## src/rtl/fetch_unit_pkg.sv

```systemverilog
// Shared fetch-stage definitions: FSM encoding, instruction size, reset PC and FIFO entry layout.
package fetch_unit_pkg;

  localparam int unsigned XLEN        = 32;
  localparam int unsigned INSTR_BYTES = 4;
  localparam logic [XLEN-1:0] RESET_PC_DEFAULT = 32'h0001_0000;

  typedef enum logic {
    ST_IDLE = 1'b0,
    ST_REQ  = 1'b1
  } state_e;

  typedef struct packed {
    logic [XLEN-1:0] pc;
    logic [XLEN-1:0] ir;
  } fetch_entry_t;

endpackage

```

## src/rtl/fetch_unit_fifo.sv

```systemverilog
// DEPTH-entry synchronous FIFO of {pc, ir} entries; flush beats push/pop, push into a full FIFO is
// accepted when a pop frees the slot in the same cycle.
module fetch_unit_fifo
  import fetch_unit_pkg::*;
#(
  parameter int unsigned DEPTH = 2
) (
  input  logic                         clk,
  input  logic                         reset,
  input  logic                         push_i,
  input  fetch_entry_t                 data_i,
  input  logic                         pop_i,
  input  logic                         flush_i,
  output fetch_entry_t                 head_o,
  output logic [$clog2(DEPTH+1)-1:0]   count_o,
  output logic                         empty_o
);

  localparam int unsigned AW = $clog2(DEPTH);
  localparam int unsigned CW = $clog2(DEPTH + 1);

  fetch_entry_t    mem_q [DEPTH];
  logic [AW-1:0]   wr_ptr_q;
  logic [AW-1:0]   rd_ptr_q;
  logic [CW-1:0]   count_q;
  logic            full_c;
  logic            do_pop_c;
  logic            do_push_c;

  assign full_c    = (count_q == CW'(DEPTH));
  assign empty_o   = (count_q == '0);
  assign do_pop_c  = pop_i && !empty_o;
  assign do_push_c = push_i && (!full_c || do_pop_c);
  assign count_o   = count_q;
  assign head_o    = mem_q[rd_ptr_q];

  always_ff @(posedge clk or negedge reset) begin
    if (!reset) begin
      wr_ptr_q <= '0;
      rd_ptr_q <= '0;
      count_q  <= '0;
      for (int i = 0; i < int'(DEPTH); i++) mem_q[i] <= '0;
    end else if (flush_i) begin
      wr_ptr_q <= '0;
      rd_ptr_q <= '0;
      count_q  <= '0;
    end else begin
      if (do_push_c) begin
        mem_q[wr_ptr_q] <= data_i;
        wr_ptr_q        <= wr_ptr_q + AW'(1);
      end
      if (do_pop_c) rd_ptr_q <= rd_ptr_q + AW'(1);
      count_q <= count_q + CW'(do_push_c) - CW'(do_pop_c);
    end
  end

endmodule

```

## src/rtl/fetch_unit.sv

```systemverilog
// Instruction fetch stage: owns the PC, issues one outstanding imem read at a time, buffers
// returned words for decode and squashes stale fetches on redirect.
module fetch_unit
  import fetch_unit_pkg::*;
#(
  parameter logic [31:0] RESET_PC = RESET_PC_DEFAULT,
  parameter int unsigned DEPTH    = 2
) (
  input  logic        clk,
  input  logic        reset,
  output logic        imem_req_o,
  output logic [31:0] imem_addr_o,
  input  logic        imem_ack_i,
  input  logic [31:0] imem_rdata_i,
  input  logic        redirect_i,
  input  logic [31:0] redirect_pc_i,
  output logic        ir_valid_o,
  input  logic        ir_ready_i,
  output logic [31:0] ir_o,
  output logic [31:0] pc_o
);

  localparam int unsigned CW      = $clog2(DEPTH + 1);
  localparam logic [31:0] PC_MASK = ~32'(INSTR_BYTES - 1);

  state_e        state_q, state_d;
  logic [31:0]   fetch_pc_q, fetch_pc_d;
  logic [31:0]   addr_q, addr_d;
  logic          discard_q, discard_d;

  logic          ack_c;
  logic          push_c;
  logic          pop_c;
  logic          empty_c;
  logic [CW-1:0] count_c;
  logic [CW-1:0] count_next_c;
  fetch_entry_t  push_data_c;
  fetch_entry_t  head_c;

  assign ack_c       = (state_q == ST_REQ) && imem_ack_i;
  assign pop_c       = !empty_c && ir_ready_i;
  assign push_c      = ack_c && !discard_q && !redirect_i;
  assign push_data_c = '{pc: fetch_pc_q, ir: imem_rdata_i};

  // Next PC, discard flag and request issue; a new request follows an ack directly when a slot remains.
  always_comb begin
    state_d      = state_q;
    fetch_pc_d   = fetch_pc_q;
    addr_d       = addr_q;
    discard_d    = discard_q;
    count_next_c = count_c + CW'(push_c) - CW'(pop_c);

    if (push_c) fetch_pc_d = fetch_pc_q + 32'(INSTR_BYTES);
    if (redirect_i) begin
      fetch_pc_d   = redirect_pc_i & PC_MASK;
      count_next_c = '0;
    end

    if (ack_c) discard_d = 1'b0;
    else if (redirect_i && (state_q == ST_REQ)) discard_d = 1'b1;

    // The bus address must not move while a request waits for its ack.
    if ((state_q == ST_IDLE) || imem_ack_i) begin
      state_d = (count_next_c < CW'(DEPTH)) ? ST_REQ : ST_IDLE;
      addr_d  = fetch_pc_d;
    end
  end

  always_ff @(posedge clk or negedge reset) begin
    if (!reset) begin
      state_q    <= ST_IDLE;
      fetch_pc_q <= RESET_PC;
      addr_q     <= RESET_PC;
      discard_q  <= 1'b0;
    end else begin
      state_q    <= state_d;
      fetch_pc_q <= fetch_pc_d;
      addr_q     <= addr_d;
      discard_q  <= discard_d;
    end
  end

  fetch_unit_fifo #(
    .DEPTH (DEPTH)
  ) u_fifo (
    .clk     (clk),
    .reset   (reset),
    .push_i  (push_c),
    .data_i  (push_data_c),
    .pop_i   (pop_c),
    .flush_i (redirect_i),
    .head_o  (head_c),
    .count_o (count_c),
    .empty_o (empty_c)
  );

  assign imem_req_o  = (state_q == ST_REQ);
  assign imem_addr_o = addr_q;
  assign ir_valid_o  = !empty_c;
  assign ir_o        = head_c.ir;
  assign pc_o        = head_c.pc;

endmodule
```

## config.mk

```make
export PLATFORM = sky130hd
export DESIGN_NAME = fetch_unit
export DESIGN_NICKNAME = d
export VERILOG_FILES = /design/src/rtl/fetch_unit_pkg.sv /design/src/rtl/fetch_unit_fifo.sv /design/src/rtl/fetch_unit.sv
export SDC_FILE = /design/constraint.sdc
export NUM_CORES = 1
export LEC_CHECK = 0
export ABC_AREA = 0
export CORE_MARGIN = 2
export CORE_UTILIZATION = 52
export DETAILED_ROUTE_END_ITERATION = 10
export PLACE_DENSITY = 0.79
export SLEW_MARGIN = 10
export SYNTH_ARGS = -nofsm -noshare
export SYNTH_HDL_FRONTEND = slang
export SYNTH_SLANG_ARGS = --single-unit
```

## constraint.sdc

```tcl
create_clock -name clk -period 2.42 [get_ports clk]
set_input_delay 0.605 -clock clk [delete_from_list [all_inputs] [get_ports clk]]
set_output_delay 0.605 -clock clk [all_outputs]
set_load 0.01 [all_outputs]
```

==> qor.tcl <==
set qor(placement.cell_area_sq_um) 11200
set qor(root_buffer) {sky130_fd_sc_hd__clkbuf_16}
set qor(yosysTopAreaCell) {sky130_fd_sc_hd__dfrtp_1}
set qor(power.leakage_uw) 0.00514
set qor(status) {finished with violations}
set qor(netlist_top_cells_count) {sky130_fd_sc_hd__mux2_2, sky130_fd_sc_hd__dfrtp_1, sky130_fd_sc_hd__nand2_1}
set qor(number_of_gates_on_the_worst_path_with_buffers_counted) 4
set qor(setup_violations_final) 7
set qor(grt_pass1_vias) 6697
set qor(boundaryPins) 167
set qor(critical_path_start_type) {register}
set qor(drc_violations) 0
set qor(crit_required_ps) 1810
set qor(grt_pass1_wl_um) 35600
set qor(pin_count_of_the_biggest_net_entering_global_routing) 60
set qor(post_synth_num_cell_types) 52
set qor(post-route-cell-area_sq_um) 11800
set qor(rsz_0062_raised_after_global_routing) {yes}
set qor(total_congestion_overflow_after_global_routing) 0
set qor(cts_num_sinks) 198
set qor(criticalPathCategory) {register to output pin}
set qor(ys_seq_area_share_pct) 54.5
set qor(layout_area_overhead_pct) 29.2
set qor(ys_ff_latch) 198
set qor(timing.critical_path.slowest_cell_delay_ps) 400
set qor(crit_fanout) 11
set qor(timing_worst_slew_pin_value_ps) 509
set qor(routed_wirelength_um) 22700
set qor(drt_pre_antenna_iters) 4
set qor(drtAntennaViolNets) 0
set qor(critical_path.endpoint_type) {output pin}
set qor(worst_hold_check_path_type) {input pin to asynchronous set/reset pin}
set qor(gr-usage-all-layers_pct) 25.1
set qor(ctsHoldBuffers) 0
set qor(ff2ff_setup_slack_ps) 290
set qor(synthTopCellsByArea) {sky130_fd_sc_hd__dfrtp_1, sky130_fd_sc_hd__mux2_2, sky130_fd_sc_hd__nand2_1}
set qor(netlist.area_leader.share_pct) 53.9
set qor(synth-warning-count) 0
set qor(detail_route.vias_per_cell) 5.71
set qor(cts_buffer_depth) 2
set qor(htree_num_levels) 4
set qor(chipWidth_um) 136
set qor(seqCellArea_sq_um) 4960
set qor(syn_area_sq_um) 9100
set qor(headroom_to_the_max_slew_limit_pct) 66.1
set qor(nets) 944
set qor(min_period_over_period_pct) 102
set qor(detailed_place_hpwl_um) 15300
set qor(cts_buffers) 17
set qor(post_drt_wl_per_cell_um) 20.5
set qor(final_hold_violations) 0
set qor(gpl.final_weighted_congestion) 0.842
set qor(vias) 6322
set qor(coreArea_sq_um) 17200
set qor(multiInputGateArea_sq_um) 3870
set qor(crit_slowest_cell) {sky130_fd_sc_hd__dfrtp_2}
set qor(timing.final.max_slew_violations) 0
set qor(regToRegEndpoint) {imem_addr_o[26]}
set qor(synth.net_count) 764
set qor(layout_min_cycle_time_ps) 2470
set qor(port_buffers) 164
set qor(clock_skew_ps) 6.80
set qor(worst_setup_hold_path_clk_slew_ps) 70
set qor(synth_area_per_cell_sq_um) 13.1
set qor(totalNegativeSetupSlack_ps) -310
set qor(worstPathArrival_ps) 1870
set qor(detailedRoute.firstIterationViolations) 375
set qor(grt_antenna_before_repair) 0
set qor(synth_enable_flop_cells) 0
set qor(area_enclosed_by_the_die_boundary_sq_um) 18600
set qor(nFillCells) 1270
set qor(worst_r2r_startpoint) {fetch_pc_q[18]}
set qor(worstPathBufferInverterCount) 3
set qor(timing.hold.ws_ps) 145
set qor(effective_utilization_at_floorplan_pct) 53.0
set qor(cts_tree) {done}
set qor(synth_most_common_cell) {sky130_fd_sc_hd__mux2_2}
set qor(max_clock_freq_ghz) 0.405
set qor(clk-insertion-delay-late_ps) 430
set qor(fraction_of_final_layout_cells_sized_beyond_drive_strength_1_pct) 35.7
set qor(postSynth.topFlopCell) {sky130_fd_sc_hd__dfrtp_1}
set qor(drv_cap) 0
set qor(timing.critical_path.max_delay_family) {buffers and inverters}
set qor(post_synth_inst_count) 692
set qor(failed_checks) {setup timing}
set qor(placementRows) 48
set qor(final_core_area_utilization_pct) 68.5
set qor(reg2reg_depth) 5
set qor(cellPowerDensity_nw_per_um2) 1100
set qor(die_h_um) 136
set qor(post-route-worst-setup-slack_ps) -50.3
set qor(asyncSetResetFlopFracSynth_pct) 100
set qor(power.ir.vdd_worst_v) 0.000603
set qor(ordered_cell_list_for_the_critical_path) {buf_6 > bufbuf_16 > mux2_2 > dlygate4sd2_1}
[flip-flops by register name, indices dropped and copies added, names as in the netlist]
register         cells
u_fifo.mem_q       128
u_fifo.wr_ptr_q      1
imem_addr_o         32
fetch_pc_q          32
imem_req_o           1
u_fifo.count_o       2
discard_q            1
u_fifo.rd_ptr_q      1
[how the worst max path moves through the flow]
stage	start	to	slack [ps]
floorplan	redirect_i	imem_addr_o[26]	300
global placement	imem_ack_i	imem_addr_o[26]	-370
detailed placement	imem_ack_i	imem_addr_o[26]	-380
CTS	u_fifo.rd_ptr_q	ir_o[3]	-110
global route	u_fifo.rd_ptr_q	ir_o[24]	-90
finish	u_fifo.rd_ptr_q	ir_o[24]	-50
[placed cells by master (no fill, tap or decap), types with 3 or more instances in the layout]
cell type                         synthesis  layout
sky130_fd_sc_hd__mux2_2                 210     210
sky130_fd_sc_hd__ha_1                     3       3
sky130_fd_sc_hd__o31ai_1                  6       6
sky130_fd_sc_hd__nand2_1                 39      39
sky130_fd_sc_hd__nor2_1                  25      25
sky130_fd_sc_hd__nand4_1                  5       5
sky130_fd_sc_hd__a221o_1                 10      10
sky130_fd_sc_hd__dlygate4sd2_1            0      49
sky130_fd_sc_hd__o21ai_0                 12      12
sky130_fd_sc_hd__clkbuf_1                24       3
sky130_fd_sc_hd__buf_12                   0      13
sky130_fd_sc_hd__and2_1                   5       4
sky130_fd_sc_hd__xnor2_1                  8       8
sky130_fd_sc_hd__xor2_1                  15      15
sky130_fd_sc_hd__clkbuf_2                 1      15
sky130_fd_sc_hd__mux2i_1                  4       4
sky130_fd_sc_hd__and3_1                  15      15
sky130_fd_sc_hd__a21oi_1                 11      11
sky130_fd_sc_hd__nor3b_1                  3       3
sky130_fd_sc_hd__a31oi_1                  3       3
sky130_fd_sc_hd__clkdlybuf4s50_1          0      98
sky130_fd_sc_hd__inv_1                    6       6
sky130_fd_sc_hd__bufinv_16                0       3
sky130_fd_sc_hd__o31a_1                   3       3
sky130_fd_sc_hd__nand3_1                  7       7
sky130_fd_sc_hd__clkinv_2                 0       3
sky130_fd_sc_hd__clkbuf_16                0      17
sky130_fd_sc_hd__nor3_1                   5       5
sky130_fd_sc_hd__nor4_1                  12      11
sky130_fd_sc_hd__dfrtp_1                196     195
sky130_fd_sc_hd__or3_1                    4       4
sky130_fd_sc_hd__nor2b_1                  7       5
sky130_fd_sc_hd__buf_4                   10      26
[worst register-to-register path, cell delays in order (launching register included)]
cell and delay [ps]:
sky130_fd_sc_hd__dfrtp_1 510, sky130_fd_sc_hd__and4_4 320, sky130_fd_sc_hd__nand4_4 160, sky130_fd_sc_hd__or4_1 550
sky130_fd_sc_hd__xnor2_1 160, sky130_fd_sc_hd__a221o_1 320
[cell families (layout without fill, tap and decap cells)]
group | count (synthesis) | count (layout) | share of synthesized area, %
other | 0 | 1 | 0
AOI/OAI and AO/OA | 54 | 54 | 4.13
and+or+nand+nor | 148 | 148 | 9.14
adders and majority gates | 3 | 3 | 0.413
buffers and inverters | 52 | 242 | 3.19
muxes | 214 | 214 | 26.4
DFF | 198 | 198 | 54.5
xor gates and xnor gates | 23 | 23 | 2.21
[cell type report]
type	count	share of cell area, %
timing repair buffer	207	17.5
clock buffer	20	3.71
antenna	1	0.0213
sequential	198	42.2
inverter	6	0.192
multi-input combinational	442	32.9
clock inverter	9	1.11
tap	225	2.39
[what timing repair did]
item	4_1_cts	5_1_grt
gates resized for setup	66	33
buffers inserted	2	3
gates cloned	3	0
setup endpoints to repair	64	44
[stage by stage]
step / setup WS (ps) / instances / total power [uW]
after floorplan: 300 / 692 / 7990
after global placement: -370 / 1070 / 10300
after detailed placement: -385 / 1070 / 10600
after CTS: -106 / 1104 / 13100
after global routing: -89.1 / 1107 / 13700
final: -50.3 / 1108 / 13000
[power breakdown]
part	switching, uW	internal [uW]	leakage, uW
Sequential	736	4570	0.00239
Combinational	2010	2860	0.00248
Clock	1190	1610	0.000276
[routing by layer]
layer  share of wire, %  track usage, %  up-vias
li1                   -               -     2850
met2                 52            42.7      189
met4                2.1            9.43        0
met5                  0               0        -
met3                4.1            3.43       37
met1                 42            32.7     3246
Power figures use the tool's default switching activity.
